<file path="src/rtl/stream_edge_filter.sv">
// Streaming 3x3 Sobel/Prewitt edge filter over a raster pixel stream.
// Two line buffers plus a small window; one output per accepted input after a W+1 fill.
module stream_edge_filter #(
    parameter int IMG_WIDTH  = 45,
    parameter int IMG_HEIGHT = 45,
    parameter int PIX_W      = 8,
    parameter int SHIFT      = 3,
    parameter int THRESH     = 10
) (
    input  logic             clk,
    input  logic             rst,
    input  logic             mode,
    input  logic             s_valid,
    output logic             s_ready,
    input  logic [PIX_W-1:0] s_data,
    output logic             m_valid,
    input  logic             m_ready,
    output logic [PIX_W-1:0] m_data,
    output logic             m_sof,
    output logic             m_last,
    output logic             busy
);

    localparam int N  = IMG_WIDTH * IMG_HEIGHT;
    localparam int CW = $clog2(N + 1);
    localparam int XW = $clog2(IMG_WIDTH);
    localparam int YW = $clog2(IMG_HEIGHT);
    localparam int MW = PIX_W + 4;
    localparam logic [MW-1:0] MAXV = MW'((1 << PIX_W) - 1);

    typedef enum logic [1:0] {IDLE, RUN, FLUSH} state_t;

    state_t            state_q, state_d;
    logic [CW-1:0]     in_cnt_q, out_cnt_q;
    logic [XW-1:0]     col_q;
    logic [YW-1:0]     row_q;
    logic              mode_q;
    logic [PIX_W-1:0]  lb0 [IMG_WIDTH];
    logic [PIX_W-1:0]  lb1 [IMG_WIDTH];
    logic [PIX_W-1:0]  win_q [3][2];
    logic [PIX_W-1:0]  col_in [3];
    logic              m_valid_q, m_sof_q, m_last_q;
    logic [PIX_W-1:0]  m_data_q;

    logic              acc, out_hs, out_free, last_in, emit, border, flush_load, load;
    logic [PIX_W-1:0]  pix_val;

    assign out_free   = !m_valid_q || m_ready;
    assign out_hs     = m_valid_q && m_ready;
    assign acc        = s_valid && s_ready;
    assign last_in    = (in_cnt_q == CW'(N - 1));
    assign emit       = acc && (in_cnt_q >= CW'(IMG_WIDTH + 1));
    // Centre sits one row up and one column left of the incoming pixel.
    assign border     = (row_q == YW'(1)) || (col_q <= XW'(1));
    assign flush_load = (state_q == FLUSH) && out_free && (out_cnt_q < CW'(N));
    assign load       = emit || flush_load;

    // FSM: state register
    always_ff @(posedge clk or negedge rst) begin
        if (!rst) state_q <= IDLE;
        else      state_q <= state_d;
    end

    // FSM: next state
    always_comb begin
        state_d = state_q;
        unique case (state_q)
            IDLE:    if (acc) state_d = RUN;
            RUN:     if (acc && last_in) state_d = FLUSH;
            FLUSH:   if (out_hs && m_last_q) state_d = IDLE;
            default: state_d = IDLE;
        endcase
    end

    // FSM: outputs
    always_comb begin
        s_ready = rst && (state_q != FLUSH) && out_free;
        busy    = (state_q != IDLE);
    end

    always_ff @(posedge clk or negedge rst) begin
        if (!rst) begin
            in_cnt_q <= '0;
            col_q    <= '0;
            row_q    <= '0;
            mode_q   <= 1'b0;
        end else if (acc) begin
            if (state_q == IDLE) mode_q <= mode;
            if (last_in) begin
                in_cnt_q <= '0;
                col_q    <= '0;
                row_q    <= '0;
            end else begin
                in_cnt_q <= in_cnt_q + 1'b1;
                if (col_q == XW'(IMG_WIDTH - 1)) begin
                    col_q <= '0;
                    row_q <= row_q + 1'b1;
                end else begin
                    col_q <= col_q + 1'b1;
                end
            end
        end
    end

    always_ff @(posedge clk) begin
        if (acc) begin
            lb1[col_q] <= lb0[col_q];
            lb0[col_q] <= s_data;
        end
    end

    // Window right column is the live line-buffer/input read; left and centre columns are registered.
    always_comb begin
        col_in[0] = lb1[col_q];
        col_in[1] = lb0[col_q];
        col_in[2] = s_data;
    end

    always_ff @(posedge clk or negedge rst) begin
        if (!rst) begin
            for (int unsigned r = 0; r < 3; r++) begin
                win_q[r][0] <= '0;
                win_q[r][1] <= '0;
            end
        end else if (acc) begin
            for (int unsigned r = 0; r < 3; r++) begin
                win_q[r][0] <= win_q[r][1];
                win_q[r][1] <= col_in[r];
            end
        end
    end

    function automatic logic signed [MW-1:0] ext(input logic [PIX_W-1:0] p);
        return $signed({4'b0000, p});
    endfunction

    logic signed [MW-1:0] gx, gy, dx, dy;
    logic        [MW-1:0] ax, ay, mag, v;
    logic        [PIX_W-1:0] sat;

    always_comb begin
        gx = (ext(col_in[0]) + ext(col_in[2])) - (ext(win_q[0][0]) + ext(win_q[2][0]));
        gy = (ext(win_q[2][0]) + ext(col_in[2])) - (ext(win_q[0][0]) + ext(col_in[0]));
        dx = ext(col_in[1]) - ext(win_q[1][0]);
        dy = ext(win_q[2][1]) - ext(win_q[0][1]);
        if (mode_q) begin
            gx = gx + dx;
            gy = gy + dy;
        end else begin
            gx = gx + (dx <<< 1);
            gy = gy + (dy <<< 1);
        end
        ax  = gx[MW-1] ? $unsigned(-gx) : $unsigned(gx);
        ay  = gy[MW-1] ? $unsigned(-gy) : $unsigned(gy);
        mag = ax + ay;
        v   = mag >> SHIFT;
        sat = (v > MAXV) ? '1 : v[PIX_W-1:0];
        if (border || ({4'b0000, sat} < MW'(THRESH))) pix_val = '0;
        else                                            pix_val = sat;
    end

    always_ff @(posedge clk or negedge rst) begin
        if (!rst) begin
            m_valid_q <= 1'b0;
            m_data_q  <= '0;
            m_sof_q   <= 1'b0;
            m_last_q  <= 1'b0;
            out_cnt_q <= '0;
        end else begin
            if (load) begin
                m_valid_q <= 1'b1;
                m_data_q  <= emit ? pix_val : '0;
                m_sof_q   <= (out_cnt_q == '0);
                m_last_q  <= (out_cnt_q == CW'(N - 1));
                out_cnt_q <= out_cnt_q + 1'b1;
            end else if (out_hs) begin
                m_valid_q <= 1'b0;
                if (m_last_q) out_cnt_q <= '0;
            end
        end
    end

    assign m_valid = m_valid_q;
    assign m_data  = m_data_q;
    assign m_sof   = m_sof_q;
    assign m_last  = m_last_q;

endmodule

</file>
<file path="config.mk">
export PLATFORM = sky130hd
export DESIGN_NAME = stream_edge_filter
export DESIGN_NICKNAME = d
export VERILOG_FILES = /design/src/rtl/stream_edge_filter.sv
export SDC_FILE = /design/constraint.sdc
export NUM_CORES = 1
export LEC_CHECK = 0
export CAP_MARGIN = 20
export CELL_PAD_IN_SITES_DETAIL_PLACEMENT = 1
export CELL_PAD_IN_SITES_GLOBAL_PLACEMENT = 2
export CORE_MARGIN = 8
export CORE_UTILIZATION = 50
export CTS_CLUSTER_DIAMETER = 120
export CTS_CLUSTER_SIZE = 10
export DETAILED_ROUTE_END_ITERATION = 10
export PLACE_DENSITY_LB_ADDON = 0.1
export SYNTH_ARGS = -nofsm -noshare
export SYNTH_HDL_FRONTEND = slang
export SYNTH_SLANG_ARGS = --single-unit
</file>
<file path="constraint.sdc">
create_clock -name clk -period 16.3 [get_ports clk]
set_clock_uncertainty 0.15 [all_clocks]
set_input_delay 1.63 -clock clk [delete_from_list [all_inputs] [get_ports clk]]
set_output_delay 1.63 -clock clk [all_outputs]
set_load 0.05 [all_outputs]
</file>
**After elaboration in Yosys (flattened, before gate mapping)**

Memories as Yosys holds them, arrays and structs flattened.
Index checks and enable logic that the tools add are counted.

- Register bits: 96
- RAM bits: 720
- Input bits: 13
- Output and inout bits: 13
- Word-level logic and storage cells: 99
- Memories kept: 2

- $add $sub $neg: 19
- $lt $le $gt $ge: 5
- Eq/ne operators: 10
- Mux-type cells: 23
- Reduce and logical (&&, ||, !) cells: 24

Memory list:

| name | depth | bits a word | read ports | clocked after Yosys merged registers in | write ports | RTL line | source |
|---|---|---|---|---|---|---|---|
| lb0 | 45 | 8 | 1 | 0 | 1 | 38 | `logic [PIX_W-1:0] lb0 [IMG_WIDTH];` |
| lb1 | 45 | 8 | 1 | 0 | 1 | 39 | `logic [PIX_W-1:0] lb1 [IMG_WIDTH];` |

Operator list:

| operator | number |
|---|---|
| 12-bit two-way mux | 4 |
| 11-bit two-way mux | 4 |
| 8-bit by 8-bit adder with 9-bit output | 4 |
| 6-bit two-way mux | 4 |
| 8-bit two-way mux | 3 |
| 12-bit negator | 2 |
| 10-bit by 10-bit adder with 11-bit output | 2 |
| 10-bit by 9-bit adder with 11-bit output | 2 |
| 11-bit by 1-bit adder with 11-bit output, second input constant | 2 |
| 11-bit == test, second input constant | 2 |
| 9-bit by 9-bit subtractor with 10-bit output | 2 |
| 8-bit by 8-bit subtractor with 9-bit output | 2 |
| 12-bit adder | 1 |
| 6-bit by 1-bit adder with 6-bit output, second input constant | 2 |
| 11-bit by 6-bit >= comparator with 1-bit output, second input constant | 1 |
| 11-bit logical NOT | 1 |
| 11-bit less-than comparator, second input constant | 1 |
| 9-bit by 8-bit > comparator with 1-bit output, second input constant | 1 |
| 1-bit logical AND | 9 |
| 8-bit by 4-bit less-than comparator with 1-bit output, second input constant | 1 |
| 2-bit nonzero test | 4 |
| 6-bit by 1-bit == test with 1-bit output, second input constant | 1 |
| 6-bit == test, second input constant | 1 |
| 6-bit by 1-bit less-or-equal comparator with 1-bit output, second input constant | 1 |
| other kinds (12) | 24 |

**Depth between registers and ports, before layout**

An unclocked memory read counts as a cell.

- Depth after elaboration: 14
- Mapped depth: 41
- Depth with buffers taken out: 36

**Worst setup path after synthesis**

OpenSTA, ideal clock, no wires.

- Path kind: reg2reg
- From: reg col_q[0]
- To: reg m_data_q[3] (netlist: m_data[3])
- Library setup time: 0.121 ns
- Arrival time: 7.969 ns
- Path slack: 8.060 ns
- Stages on the path, launching flop included: 41
- Path buffers: 6
- Period minus slack after synthesis: 8.240 ns
- Cells stage by stage: dfrtp_1 > buf_4 > nor2b_1 > and2_1 > buf_2 > buf_2 > buf_2 > buf_2 > a221oi_1 > o21ai_0 > a31oi_1 > fa_1 > inv_1 > fa_1 > inv_1 > ha_1 > fa_1 > a21oi_1 > (+5 left out) > ha_1 > o21a_1 > nor2_1 > a21oi_1 > a2111oi_0 > or3_2 > clkbuf_4 > nand2_1 > xnor2_1 > ha_1 > a21o_1 > a21o_1 > or3_1 > o211a_1 > o31ai_1 > o311a_1 > a41oi_1 > a22o_1

- Longest elaborated chain between the ends: 14
- Elaborated cells on any way between the ends: 26

Ends and longest elaborated chain:

| what | RTL line | source |
|---|---|---|
| start, declared | 35 | `logic [XW-1:0] col_q;` |
| start signal, assigned | 99 | `col_q <= col_q + 1'b1;` |
| memory 45 x 8 bit | - |  |
| 8-bit by 8-bit adder with 9-bit output, on equally long branches | 142, 143 |  |
| 9-bit by 9-bit subtractor with 10-bit output, on equally long branches | 142, 143 |  |
| 10-bit by 10-bit adder with 11-bit output (tied with other cells) | 150 | `gx = gx + (dx <<< 1);` |
| 12-bit two-way mux | 146 | `if (mode_q) begin` |
| 12-bit negator, on equally long branches | 153, 154 |  |
| 12-bit two-way mux, on equally long branches | 153, 154 |  |
| 12-bit adder | 155 | `mag = ax + ay;` |
| 9-bit by 8-bit > comparator with 1-bit output | 157 | `sat = (v > MAXV) ? '1 : v[PIX_W-1:0];` |
| 8-bit two-way mux | 157 |  |
| 8-bit by 4-bit less-than comparator with 1-bit output | 158 | `if (border \|\| ({4'b0000, sat} < MW'(THRESH))) pix_val = '0;` |
| 1-bit logical OR | 158 |  |
| 8-bit two-way mux (*) | 158 |  |
| 8-bit two-way mux (*) | 172 | `m_data_q <= emit ? pix_val : '0;` |
| end signal, assigned | 172 |  |
| end, declared | 43 | `logic [PIX_W-1:0] m_data_q;` |

Every way passes the cells marked *; elsewhere a longest branch is shown, timed or not.
A chain may end at the register's enable or synchronous reset.

**Worst setup path after layout**

- From: reg col_q[2]
- To: reg m_data_q[3] (netlist: m_data[3])

Same word-level chain as after synthesis.

==> impl_metrics.ini <==
[clock_network]
cts_buffer_depth = 3
cts.sinks = 816
cts_root_buf = clkbuf_16
postCtsHoldBufs = 0
cts-buffers-inserted = 91
clk_latency_ns = 0.67
cts_resized = 0
cts_tree = yes
clk_pin_slew_ns = 0.06
cts_setup_buffers = 0
htree_levels = 3

[timing]
min_period_ns = 10.70
drv_slew = 0
worst_slack_ns = 5.60
slew_headroom_pct = 20.9
whs_ns = 0.316
setup_viol = 0
setup_tns_ns = 0
worstMarginPinSlew_ns = 1.18
finalCritPeriodShare_pct = 65.6
rsz0062_at_grt = false
final-hold-violation-count = 0
timing.fmax_mhz = 93.5

[place]
place.gp.congestion = 0.837
numPortBuffers = 25
dpl.hpwl_um = 63700
pre_cts_ws_ns = 5.73
placed_cell_area_sq_um = 36900

[outcome]
status = finished, final reports clean

[floorplanning]
start_util_pct = 50.4
io_pins = 26
dieWidth_um = 282
chipHeight_um = 282
coreArea_sq_um = 69900
dieArea_sq_um = 79300
rows = 97

[worst_hold_path]
worstHoldStart = win_q[16]$_DFFE_PN0P_
holdCritPathClass = flip-flop to flip-flop
holdPathStages = 2
whs_endpoint = win_q[24]$_DFFE_PN0P_

[worst_setup_path]
cp-end-kind = flip-flop
startpoint_type = flip-flop
r2r-start = col_q[2]$_DFFE_PN0P_
crit_type = flip-flop to flip-flop
cp_data_arrival_time_ns = 11.04
slowest_stage = buf_4
worstReg2RegEnd = m_data[3]$_DFFE_PN0P_
ff2ff_setup_slack_ns = 5.60
critPathMaxFanout = 51
slowest_delay_ns = 0.62
worst_r2r_path_depth = 36
worstPathRequired_ns = 16.65

[finish]
final_nets = 2737
nFillCells = 6667
diodes = 0
area_growth_pct = 11.9
final_area_sq_um = 39400
final_util_pct = 56.4
drive_above_1_share_pct = 9.52

[run]
cap_violations = 0

[logic_synthesis]
synth_area_per_cell_sq_um = 14.1
synthTopCellsByArea = edfxtp_1, dfrtp_1, a22oi_1
yosysWarnings = 0
synth_nets = 2650
synth_seq_cells = 816
syn_inst = 2504
synthTopCellsByCount = edfxtp_1, a22oi_1, nand2_1
synth_edf_count = 720
synth.most_common_cell = edfxtp_1
ys_seq_area_share_pct = 68.2
synth_area_sq_um = 35300
ys_async_sr_fraction_pct = 11.8
synth_largest_area_cell = edfxtp_1
synth_flop_cell = edfxtp_1
ys_types = 77
synth_top_area_share_pct = 61.3

[global_route]
track_usage_pct = 26.0
grt_antenna_before_repair = 1
grt_max_degree = 77
first_global_vias = 23600
grt_pass1_wl_um = 154000
grt.overflow.total = 0

[power_and_ir_drop]
p_per_area_nw_per_um2 = 113
ir_drop_uv = 96.2
p_leak_nw = 13.6

[drt]
vias_per_cell = 6.31
drc_errors = 0
ant_nets = 0
vias = 22500
dr.pass1.iters = 5
wl_um = 103000
wire_per_inst_um = 29.0
drt-initial-drc-count = 2048
worst max path at each step:
stage,from,endpoint,slack [ns],cells past startpoint
6_report,col_q[2]$_DFFE_PN0P_,m_data[3]$_DFFE_PN0P_,5.60,36
5_1_grt,col_q[0]$_DFFE_PN0P_,m_data[3]$_DFFE_PN0P_,4.91,36
4_1_cts,col_q[0]$_DFFE_PN0P_,m_data[3]$_DFFE_PN0P_,5.66,32
3_5_place_dp,col_q[0]$_DFFE_PN0P_,m_data[3]$_DFFE_PN0P_,5.73,32
3_3_place_gp,col_q[2]$_DFFE_PN0P_,m_data[3]$_DFFE_PN0P_,6.00,36
2_1_floorplan,col_q[0]$_DFFE_PN0P_,m_data[3]$_DFFE_PN0P_,8.06,40
layer usage:
layer,up-vias,global-route usage (%),share of wire (%)
li1,9836,-,-
met1,11700,34.4,41
met2,818,44.3,49
met3,176,3.43,6.4
met4,0,8.83,3.4
met5,-,0,0
placed cells by master (no fill, tap or decap), types with 7 or more instances in the layout:
cell             instances
nand2b_1                23
ha_1                    95
a21o_1                  12
nor3_1                  21
o21bai_1                15
or3_1                    8
nand2_1                164
edfxtp_1               720
o21a_1                  12
o31ai_1                  7
xnor2_1                 46
a221oi_1                73
clkbuf_1                28
xor2_1                  22
a211oi_1                 7
buf_2                   10
nor2_1                 145
a21oi_1                103
and3_1                  10
clkbuf_16               93
mux2i_1                 26
mux2_2                  17
clkdlybuf4s50_1         16
dfrtp_1                 94
a31oi_1                 83
o21ai_0                120
nand3_1                 37
inv_1                  102
nor2b_1                 14
fa_1                    38
a22oi_1                166
buf_4                   94
nor4_1                  21
a22o_1                  72
sequential cells by signal, indices dropped and copies added (netlist names), 2 cells and up:
name       cells
lb0          360
row_q          6
lb1          360
col_q          6
in_cnt_q      11
state_q        2
out_cnt_q     11
win_q         48
m_data         8
metrics by stage:
step / power (mW) / std cells
after global placement: 2.66 / 3436
final: 4.47 / 3565
after detailed placement: 2.67 / 3438
after CTS: 4.50 / 3565
after floorplan: 2.57 / 2504
after global routing: 4.61 / 3565
where the power goes:
part           switching [mW]  internal, mW  leakage (nW)  total [mW]
registers             0.00724          2.27          7.64        2.27
clock network           0.799          1.04          1.24        1.84
logic                   0.214         0.140          4.74       0.353
cell type report:
cell class / instances / area (sq um) / area share [%]
timing repair buffer: 121 / 936 / 2.37
tap: 940 / 1180 / 2.98
clock inverter: 5 / 136 / 0.346
inverter: 104 / 390 / 0.990
multi-input combinational: 1457 / 10300 / 26.2
sequential: 816 / 24000 / 60.9
clock buffer: 122 / 2450 / 6.20
cell families (layout without fill, tap and decap cells):
family	count (synthesis)	in the layout	share of synthesized area (%)
buffers and inverters	231	352	2.70
AOI/OAI and AO/OA	712	712	14.0
xor gates and xnor gates	68	68	1.69
adders and majority gates	133	133	5.53
and+or+nand+nor	500	500	6.63
muxes	44	44	1.35
DFF	816	816	68.2
critical path, delay by kind of cell, from the launching register on:
family / cells / cell delay, ns
buffers and inverters: 5 / 1.78
AOI/OAI and AO/OA: 14 / 3.13
DFF: 1 / 0.56
xor gates and xnor gates: 2 / 0.34
adders and majority gates: 6 / 2.41
and+or+nand+nor: 9 / 2.10
No activity file was read; power rests on OpenSTA's default activity.
